[config.mk]
export PLATFORM = sky130hd
export DESIGN_NAME = xor_unit_arbiter
export DESIGN_NICKNAME = d
export VERILOG_FILES = /design/src/rtl/xor_unit_arbiter_pkg.sv /design/src/rtl/xor_unit_arbiter_xor_gate.sv /design/src/rtl/xor_unit_arbiter.sv
export SDC_FILE = /design/constraint.sdc
export NUM_CORES = 1
export LEC_CHECK = 0
export ABC_AREA = 1
export CORE_MARGIN = 4
export CORE_UTILIZATION = 40
export CTS_BUF_LIST = sky130_fd_sc_hd__clkbuf_2
export CTS_CLUSTER_DIAMETER = 30
export DETAILED_ROUTE_END_ITERATION = 7
export GPL_TIMING_DRIVEN = 0
export PLACE_DENSITY_LB_ADDON = 0.08
export SLEW_MARGIN = 10
export SYNTH_ARGS = -nofsm -noshare
export SYNTH_HDL_FRONTEND = slang
export SYNTH_SLANG_ARGS = --single-unit
[constraint.sdc]
create_clock -name clk -period 4.7 [get_ports clk]
set_input_delay 0.47 -clock clk [delete_from_list [all_inputs] [get_ports clk]]
set_output_delay 0.47 -clock clk [all_outputs]
set_load 0.02 [all_outputs]
[src/rtl/xor_unit_arbiter_pkg.sv]
// Shared definitions for the XOR-cell arbiter: state encoding, default sizing
// and the bit-counter width helper.
package xor_unit_arbiter_pkg;

  typedef enum logic [1:0] {
    ST_IDLE  = 2'd0,
    ST_LOAD  = 2'd1,
    ST_SHIFT = 2'd2,
    ST_DONE  = 2'd3
  } state_e;

  localparam int DEF_NREQ = 4;
  localparam int DEF_W    = 8;

  function automatic int cnt_w(input int w);
    return $clog2(w + 1);
  endfunction

endpackage

[src/rtl/xor_unit_arbiter_xor_gate.sv]
// Single-bit XOR cell shared by all requesters; the only XOR in the datapath.
module xorGate (
  input  logic a,
  input  logic b,
  output logic y
);

  assign y = a ^ b;

endmodule

[src/rtl/xor_unit_arbiter.sv]
// Round-robin arbiter serialising NREQ W-bit XOR jobs through one xorGate cell.
// Optional parity accumulator enabled by defining XOR_ARB_PARITY_EN.
module xor_unit_arbiter
  import xor_unit_arbiter_pkg::*;
#(
  parameter int NREQ = DEF_NREQ,
  parameter int W    = DEF_W
) (
  input  logic                     clk,
  input  logic                     rst_n,
  input  logic [NREQ-1:0]          req,
  input  logic [NREQ*W-1:0]        op_a,
  input  logic [NREQ*W-1:0]        op_b,
  output logic [NREQ-1:0]          gnt,
  output logic                     busy,
  output logic                     done,
  output logic [W-1:0]             result,
  output logic [$clog2(NREQ)-1:0]  result_id,
  output logic                     parity
);

  localparam int IDW = $clog2(NREQ);
  localparam int CW  = cnt_w(W);

  state_e          state_q, state_d;
  logic [NREQ-1:0] gnt_q, gnt_d;
  logic [IDW-1:0]  id_q, id_d;
  logic [IDW-1:0]  ptr_q, ptr_d;
  logic [W-1:0]    sa_q, sa_d;
  logic [W-1:0]    sb_q, sb_d;
  logic [W-1:0]    res_q, res_d;
  logic [CW-1:0]   cnt_q, cnt_d;
  logic            cell_y;
  logic [IDW:0]    pick;

  // Returns {found, index}: first set request at or above p, wrapping.
  function automatic logic [IDW:0] rr_pick(input logic [NREQ-1:0] r,
                                           input logic [IDW-1:0]  p);
    logic [NREQ-1:0] rot;
    logic [IDW:0]    sum;
    logic [IDW:0]    res;
    rot = NREQ'({r, r} >> p);
    res = '0;
    for (int j = NREQ - 1; j >= 0; j--) begin
      if (rot[j]) begin
        sum = {1'b0, p} + (IDW+1)'(j);
        if (sum >= (IDW+1)'(NREQ)) sum = sum - (IDW+1)'(NREQ);
        res = {1'b1, sum[IDW-1:0]};
      end
    end
    return res;
  endfunction

  xorGate u_xor (
    .a (sa_q[0]),
    .b (sb_q[0]),
    .y (cell_y)
  );

  assign pick = rr_pick(req, ptr_q);

  always_comb begin
    state_d = state_q;
    gnt_d   = gnt_q;
    id_d    = id_q;
    ptr_d   = ptr_q;
    sa_d    = sa_q;
    sb_d    = sb_q;
    res_d   = res_q;
    cnt_d   = cnt_q;
    case (state_q)
      ST_IDLE: begin
        if (pick[IDW]) begin
          gnt_d   = NREQ'(1) << pick[IDW-1:0];
          id_d    = pick[IDW-1:0];
          state_d = ST_LOAD;
        end
      end
      ST_LOAD: begin
        for (int i = 0; i < NREQ; i++) begin
          if (id_q == IDW'(i)) begin
            sa_d = op_a[i*W +: W];
            sb_d = op_b[i*W +: W];
          end
        end
        cnt_d   = '0;
        state_d = ST_SHIFT;
      end
      ST_SHIFT: begin
        // LSB-first through the cell; W shifts leave bit 0 in result[0].
        res_d = {cell_y, res_q[W-1:1]};
        sa_d  = {1'b0, sa_q[W-1:1]};
        sb_d  = {1'b0, sb_q[W-1:1]};
        cnt_d = cnt_q + CW'(1);
        if (cnt_q == CW'(W - 1)) state_d = ST_DONE;
      end
      ST_DONE: begin
        ptr_d   = (id_q == IDW'(NREQ - 1)) ? '0 : id_q + IDW'(1);
        gnt_d   = '0;
        state_d = ST_IDLE;
      end
      default: state_d = ST_IDLE;
    endcase
  end

  always_ff @(posedge clk or negedge rst_n) begin
    if (!rst_n) begin
      state_q <= ST_IDLE;
      gnt_q   <= '0;
      id_q    <= '0;
      ptr_q   <= '0;
      sa_q    <= '0;
      sb_q    <= '0;
      res_q   <= '0;
      cnt_q   <= '0;
    end else begin
      state_q <= state_d;
      gnt_q   <= gnt_d;
      id_q    <= id_d;
      ptr_q   <= ptr_d;
      sa_q    <= sa_d;
      sb_q    <= sb_d;
      res_q   <= res_d;
      cnt_q   <= cnt_d;
    end
  end

`ifdef XOR_ARB_PARITY_EN
  logic par_q, par_d;

  always_comb begin
    par_d = par_q;
    if (state_q == ST_LOAD)       par_d = 1'b0;
    else if (state_q == ST_SHIFT) par_d = par_q ^ cell_y;
  end

  always_ff @(posedge clk or negedge rst_n) begin
    if (!rst_n) par_q <= 1'b0;
    else        par_q <= par_d;
  end

  assign parity = par_q;
`else
  assign parity = 1'b0;
`endif

  assign gnt       = gnt_q;
  assign busy      = (state_q != ST_IDLE);
  assign done      = (state_q == ST_DONE);
  assign result    = res_q;
  assign result_id = id_q;

endmodule

==> summary.md, run 1 <==
| Metric | Value |
|---|---|
| Outcome | `completed` |
| Mapped Cells | `352` |
| Placed insts | `513` |
| Area delta synth->final | `40.2%` |
| Post-synth top area cell | `dfrtp_1` |
| HP Class | `register to register` |
| Worst-path maximum fanout | `4` |
| Drt wl/cell | `14.5 um` |
| Hold endpoint | `sb_q[2]` |
| Placed Area | `0.00350 mm2` |
| Die Height | `87.6 um` |
| CP Launch Type | `register` |
| Clk_lat worst skew | `390 ps` |
| Vias | `2,638` |
| Antenna viol nets, final | `0` |
| Worst reg-to-reg path cell count | `9` |
| Final hold vios | `0` |
| FF+latch area | `951 um2` |
| Final instance area | `0.00355 mm2` |
| WS Path Type | `register to primary output` |
| Multi-input gate area | `0.00136 mm2` |
| Area contributors post-synth | `dfrtp_1 37%, nand2_1 18%, o21ai_0 6.9%, nand3_1 5.5%, a21oi_1 4.9%` |
| GR Layer Usage met2 | `34.3%` |
| Vias in the first global route | `2,626` |
| 1st-pass router iterations | `4` |
| Final Worst Setup Slack | `2370 ps` |
| Peak supply drop | `0.332 mV` |
| Seq/Total Area, Yosys | `37.5%` |
| Number of H-tree levels | `2` |
| Max-slew violations | `0` |
| Net count, final | `525` |
| R2R Setup Slk | `2750 ps` |
| Placed wire-length estimate | `5.83 mm` |
| Area fraction in compound gates after synthesis | `19.9%` |
| Mux share of post-synthesis cell area | `0%` |
| Global route overflow | `0` |
| Synthesized cell area | `0.00254 mm2` |
| DRC Markers | `0` |
| Final wirelength | `7.58 mm` |
| Power density cells | `625 mW/mm2` |
| Worst slack, placed | `2780 ps` |
| TritonCTS clock tree | `built` |
| XOR/XNOR share of the synthesized area | `0.691%` |
| Initial antenna violation count | `0` |
| First-pass GRT wire length | `12.4 mm` |
| Core Area | `0.00603 mm2` |
| Unrepaired setup endpoints after global routing | `no` |
| Largest family of logic cells by synthesized area | `simple AND/OR/NAND/NOR gates` |
| Largest net degree at the start of global routing | `22` |
| Clk root buf | `clkbuf_2` |
| Shortest period the worst path allows | `2330 ps` |
| Total GRT Usage | `20.5%` |
| Clock skew | `12.8 ps` |
| Placement row count | `28` |
| Hold path depth | `2` |
| Synth Net Count | `431` |
| Flops & latches, synth | `38` |
| Worst hold path startpoint | `sb_q[2]` |
| TritonCTS sink count | `38` |
| Reg2reg start | `result_id[1]` |
| Gr busiest metal | `met2` |
| Simple-gate area share of the yosys netlist | `28.2%` |
| CP required | `4230 ps` |
| Iteration-0 DRC Markers | `164` |
| Die ar. | `0.00768 mm2` |
| Routing usage on met1 | `27.8%` |
| Mapped Avg Cell Area | `7.21 um2` |
| Routability cong. | `0.868` |
| Buffers on Ports | `85` |
| Layout cell share with drive strength beyond 1 | `8.72%` |
| Via/cell ratio | `5.05` |
| # IOs | `87` |
| Clock-pin slew of the registers on the worst-case setup and hold paths | `190 ps` |
| Max clock buf depth | `2` |
| Distinct cells, synth | `35` |
| Max Fclk | `429 MHz` |
| Final antenna diode count | `0` |
| Final setup violation count | `0` |
| Initial Util | `42.1%` |
| Worst setup EP type | `primary output` |
| Setup TNS Final | `0 ps` |
| Final period utilization | `49.6%` |
| Adder and majority cell fraction of the synthesized area | `4.44%` |
| Inserted Clock Buffers | `5` |
| Leak | `0.00166 uW` |
| Grt met3 use | `3.76%` |
| Non-Filler Instances | `522` |
| Yosys warns | `0` |
| Filler instances | `543` |
| Worst R2R End | `sb_q[1]` |
| Maxcap violations | `0` |
| Die Wd | `87.6 um` |
| Top cell type's share of synthesized area | `37.5%` |
| CP arrival | `1860 ps` |
| Buffer count from post-CTS setup fixing | `0` |
==> synth_stat cells, drive strengths merged <==
master,instances
nand2,125
o21ai,40
dfrtp,38
nand3,28
inv,27
a21oi,26
nor2,14
buf,13
ha,9
o211ai,9
o221ai,7
clkbuf,5
or2,2
xnor2,2
a21boi,1
a22oi,1
clkinv,1
conb,1
nor3,1
o211a,1
o22ai,1
==> stage by stage <==
| stage | total power [uW] | hold WS (ps) | util [%] |
|---|---|---|---|
| 6_report | 2220 | 509 | 59.0 |
| 5_1_grt | 2460 | 543 | 59.0 |
| 4_1_cts | 2240 | 512 | 59.0 |
| 3_3_place_gp | 2060 | 457 | 57.8 |
| 3_5_place_dp | 2090 | 453 | 58.1 |
| 2_1_floorplan | 1610 | 174 | - |
==> routing by layer <==
layer	up-vias	share of wire, %
met5	-	0
met4	0	0.75
met3	7	7.5
met2	75	46
met1	1197	46
li1	1359	-
==> logic make-up (layout without fill, tap and decap cells) <==
family,count (synthesis),count (layout)
flops,38,38
buf+inv,46,141
compound gates,86,86
other cells,1,1
simple gates,170,170
fa+ha+maj,9,9
xor+xnor,2,2
==> worst max-delay path by stage <==
| stage | slack (ps) | startpoint | end | cells past startpoint |
|---|---|---|---|---|
| 2_1_floorplan | 3000 | result_id[0] | sb_q[6] | 11 |
| 3_3_place_gp | 2220 | rst_n | cnt_q[0] | 1 |
| 3_5_place_dp | 2780 | result_id[1] | sb_q[1] | 9 |
| 4_1_cts | 2340 | state_q[0] | busy | 4 |
| 5_1_grt | 2240 | state_q[0] | busy | 4 |
| 6_report | 2370 | state_q[0] | busy | 4 |
==> flip-flops by register name (all words and copies together) (netlist names) <==
register / count
result: 8
sa_q: 8
sb_q: 8
cnt_q: 4
gnt: 4
ptr_q: 2
result_id: 2
state_q: 2
==> placed cells by master (no fill, tap or decap), types with 4 or more instances in the layout <==
cell / count
nand2_1: 120
clkdlybuf4s50_1: 84
dfrtp_1: 38
o21ai_0: 35
nand3_1: 28
a21oi_1: 25
inv_1: 23
nor2_1: 12
o211ai_1: 9
ha_1: 9
buf_2: 7
o221ai_1: 7
clkbuf_2: 6
buf_6: 4
clkbuf_1: 4
nand2_2: 4
==> worst max-delay path: stages (launching register included) <==
cell	delay [ps]
dfrtp_1	420
inv_1	90
ha_1	260
inv_1	100
clkdlybuf4s50_1	610
==> where the power goes <==
| group | switching (uW) | leakage, uW | internal, uW |
|---|---|---|---|
| sequential | 93.5 | 0.000483 | 475 |
| combinational | 925 | 0.00115 | 588 |
| clock | 107 | 0.0000264 | 33.9 |
| total | 1130 | 0.00166 | 1100 |
==> layout make-up <==
type	count	share of cell area, %
buffer	18	3.31
clock buffer	5	0.704
clock inverter	3	0.458
inverter	28	3.17
multi-input combinational	268	38.1
sequential	38	26.8
tap	75	2.64
timing repair buffer	87	24.9
==> what timing repair did <==
item                                   CTS  global route
hold buffers                             1             0
gates resized for setup                  0             0
endpoints found under the hold margin   13             0
Note: power is estimated with default switching activity, not from simulation.
==> inputs of run 2 (changes only) <==
clock period = 2.1 ns   (was 4.7 ns; I/O delays follow)
==> run 2 against run 1 <==
Die area stayed put. Worst hold slack worse by 220 ps. Routed wire length is 0.37% lower. Flip-flop and latch count stayed put. First-iteration DRC count is 3.7% higher. Non-clock buffer count is 1 higher. Setup slack worse by 2200 ps. Combinational power is 130% higher. Sequential share of layout area is 0.11 points lower. Clock skew is 5.8 ps higher. Power is 120% higher. Final area is 0.42% higher.
==> summary.md, run 2 (synthesis results as in run 1) <==
| Metric | Value |
|---|---|
| Vias | `2,650 (+0.45%)` |
| Max Fclk | `510 MHz` |
| Worst reg-to-reg path cell count | `9 (unchanged)` |
| TritonCTS clock tree | `built` |
| Utilization after layout | `59.2% (+0.25 points)` |
| Initial antenna violation count | `0 (unchanged)` |
| DRC Markers | `0 (unchanged)` |
| CP arrival | `1750 ps (-110 ps)` |
| Clock-pin slew of the registers on the worst-case setup and hold paths | `200 ps (about the same)` |
| Top routing layer in use | `met4` |
| Commonest non-fill, non-tap cell in the layout | `nand2_1` |
| Power density cells | `1400 mW/mm2 (+120%)` |
| Vias in the first global route | `2,626 (unchanged)` |
| Final antenna diode count | `0 (unchanged)` |
| Met2 wire length | `3.46 mm (about the same)` |
| Met1 wire length | `3.52 mm (+0.72%)` |
| Final period utilization | `93.4%` |
| Maxcap violations | `0 (unchanged)` |
| Clk_lat worst skew | `390 ps (about the same)` |
| Shortest period the worst path allows | `1960 ps` |
| Largest net degree at the start of global routing | `22 (unchanged)` |
| Worst setup EP type | `primary output` |
| Routability cong. | `0.868 (unchanged)` |
| Max incr delay on CP | `630 ps (+20 ps)` |
| Worst path depth | `2 (-2)` |
| # IOs | `87 (unchanged)` |
| Antenna viol nets, final | `0 (unchanged)` |
| Area delta synth->final | `40.7%` |
| Final setup violation count | `0 (unchanged)` |
| Placed wire-length estimate | `5.83 mm (unchanged)` |
| Crit path cell chain | `ha_2 -> clkdlybuf4s50_1` |
| TritonCTS sink count | `38 (unchanged)` |
| Outcome | `completed` |
| Buffers on Ports | `85 (unchanged)` |
| Max clock buf depth | `2 (unchanged)` |
| Die ar. | `0.00768 mm2 (unchanged)` |
| Met3 WL | `524 um (-7.4%)` |
| Total GRT Usage | `20.5% (unchanged)` |
| Placement row count | `28 (unchanged)` |
| Inserted Clock Buffers | `5 (unchanged)` |
| Peak supply drop | `0.749 mV (+130%)` |
| Worst-path maximum fanout | `7 (+3)` |
| Max-slew violations | `0 (unchanged)` |
| Global route overflow | `0 (unchanged)` |
| Number of H-tree levels | `2 (unchanged)` |
| CP Launch Type | `register` |
| Unrepaired setup endpoints after global routing | `no` |
| Worst path slowest cell | `clkdlybuf4s50_1` |
| First-pass GRT wire length | `12.4 mm (unchanged)` |
| Die Wd | `87.6 um (unchanged)` |
| Hold_ws | `290 ps (-219 ps)` |
| Leak | `0.00166 uW (about the same)` |
| Clock skew | `18.6 ps (+5.79 ps)` |
| Die Height | `87.6 um (unchanged)` |
| Final hold vios | `0 (unchanged)` |
| Net count, final | `526 (+0.19%)` |
| Via/cell ratio | `5.07 (+0.26%)` |
| Final wirelength | `7.55 mm (-0.37%)` |
| Worst path bufs/invs | `1 (-2)` |
| Clk root buf | `clkbuf_2` |
| CP required | `1890 ps (-2340 ps)` |
| Cell family with most CP delay | `buffers and inverters` |
| 1st-pass router iterations | `4 (unchanged)` |
| HP Class | `input port to async pin` |
| Most frequent cells in the layout | `120 x nand2_1, 83 x clkdlybuf4s50_1, 38 x dfrtp_1` |
| Initial Util | `42.1% (unchanged)` |
| Core Area | `0.00603 mm2 (unchanged)` |
| Iteration-0 DRC Markers | `170 (+3.7%)` |
| WS Path Type | `register to primary output` |
| Layout cell share with drive strength beyond 1 | `9.38% (+0.65 points)` |
| Drt wl/cell | `14.4 um (-0.56%)` |
[run 2: final cells by class]
type	instances	area, um2
Fill cell	546	2460
Inverter	28	116
Multi-Input combinational cell	268	1360
Sequential cell	38	951
Timing Repair Buffer	88	890
Clock inverter	3	16.3
Clock buffer	5	25.0
Buffer	18	120
Tap cell	75	93.8
[run 2: timing repair]
action	in CTS	in global routing
endpoints found under the hold margin	17	0
endpoints found under the setup margin	1	6
resized for setup	1	3
setup buffers	0	1
hold buffers	1	0
pin swaps	0	0
[run 2: path summary, 6_finish.rpt]
kind,from,end,slack (ps)
max,state_q[1],done,140
min,rst_n,state_q[1],290
max reg2reg,result_id[1],sb_q[4],240
min reg2reg,gnt[1],gnt[1],510
max in group asynchronous,rst_n,result[1],1330
min in group clk,gnt[1],gnt[1],510
[run 2: routing by layer]
layer / vias up / track usage (%)
met1: 1204 / 27.8
met3: 5 / 3.76
met2: 82 / 34.3
met5: - / 0
met4: 0 / 4.18
li1: 1359 / -
[run 2: through the flow]
stage	total power (uW)	cell area [um2]	TNS, ps	setup slack, ps	instances
floorplan	3600	2540	0	403	352
global placement	4620	3480	-4570	-122	512
detailed placement	4690	3500	0	176	513
CTS	5010	3550	0	3.23	522
global route	5540	3570	0	18.7	523
finish	4990	3570	0	139	523
[run 2: power breakdown]
| part | switching (uW) | internal, uW | leakage [uW] |
|---|---|---|---|
| combinational | 2070 | 1330 | 0.00115 |
| clock | 244 | 76.0 | 0.0000264 |
| sequential | 209 | 1060 | 0.000483 |
| total | 2520 | 2470 | 0.00166 |
==> inputs of run 3 (changes only) <==
SLEW_MARGIN = 20   (was 10)
==> results of run 3 <==
Final layout, timing and power as in run 2 (identical DEF).
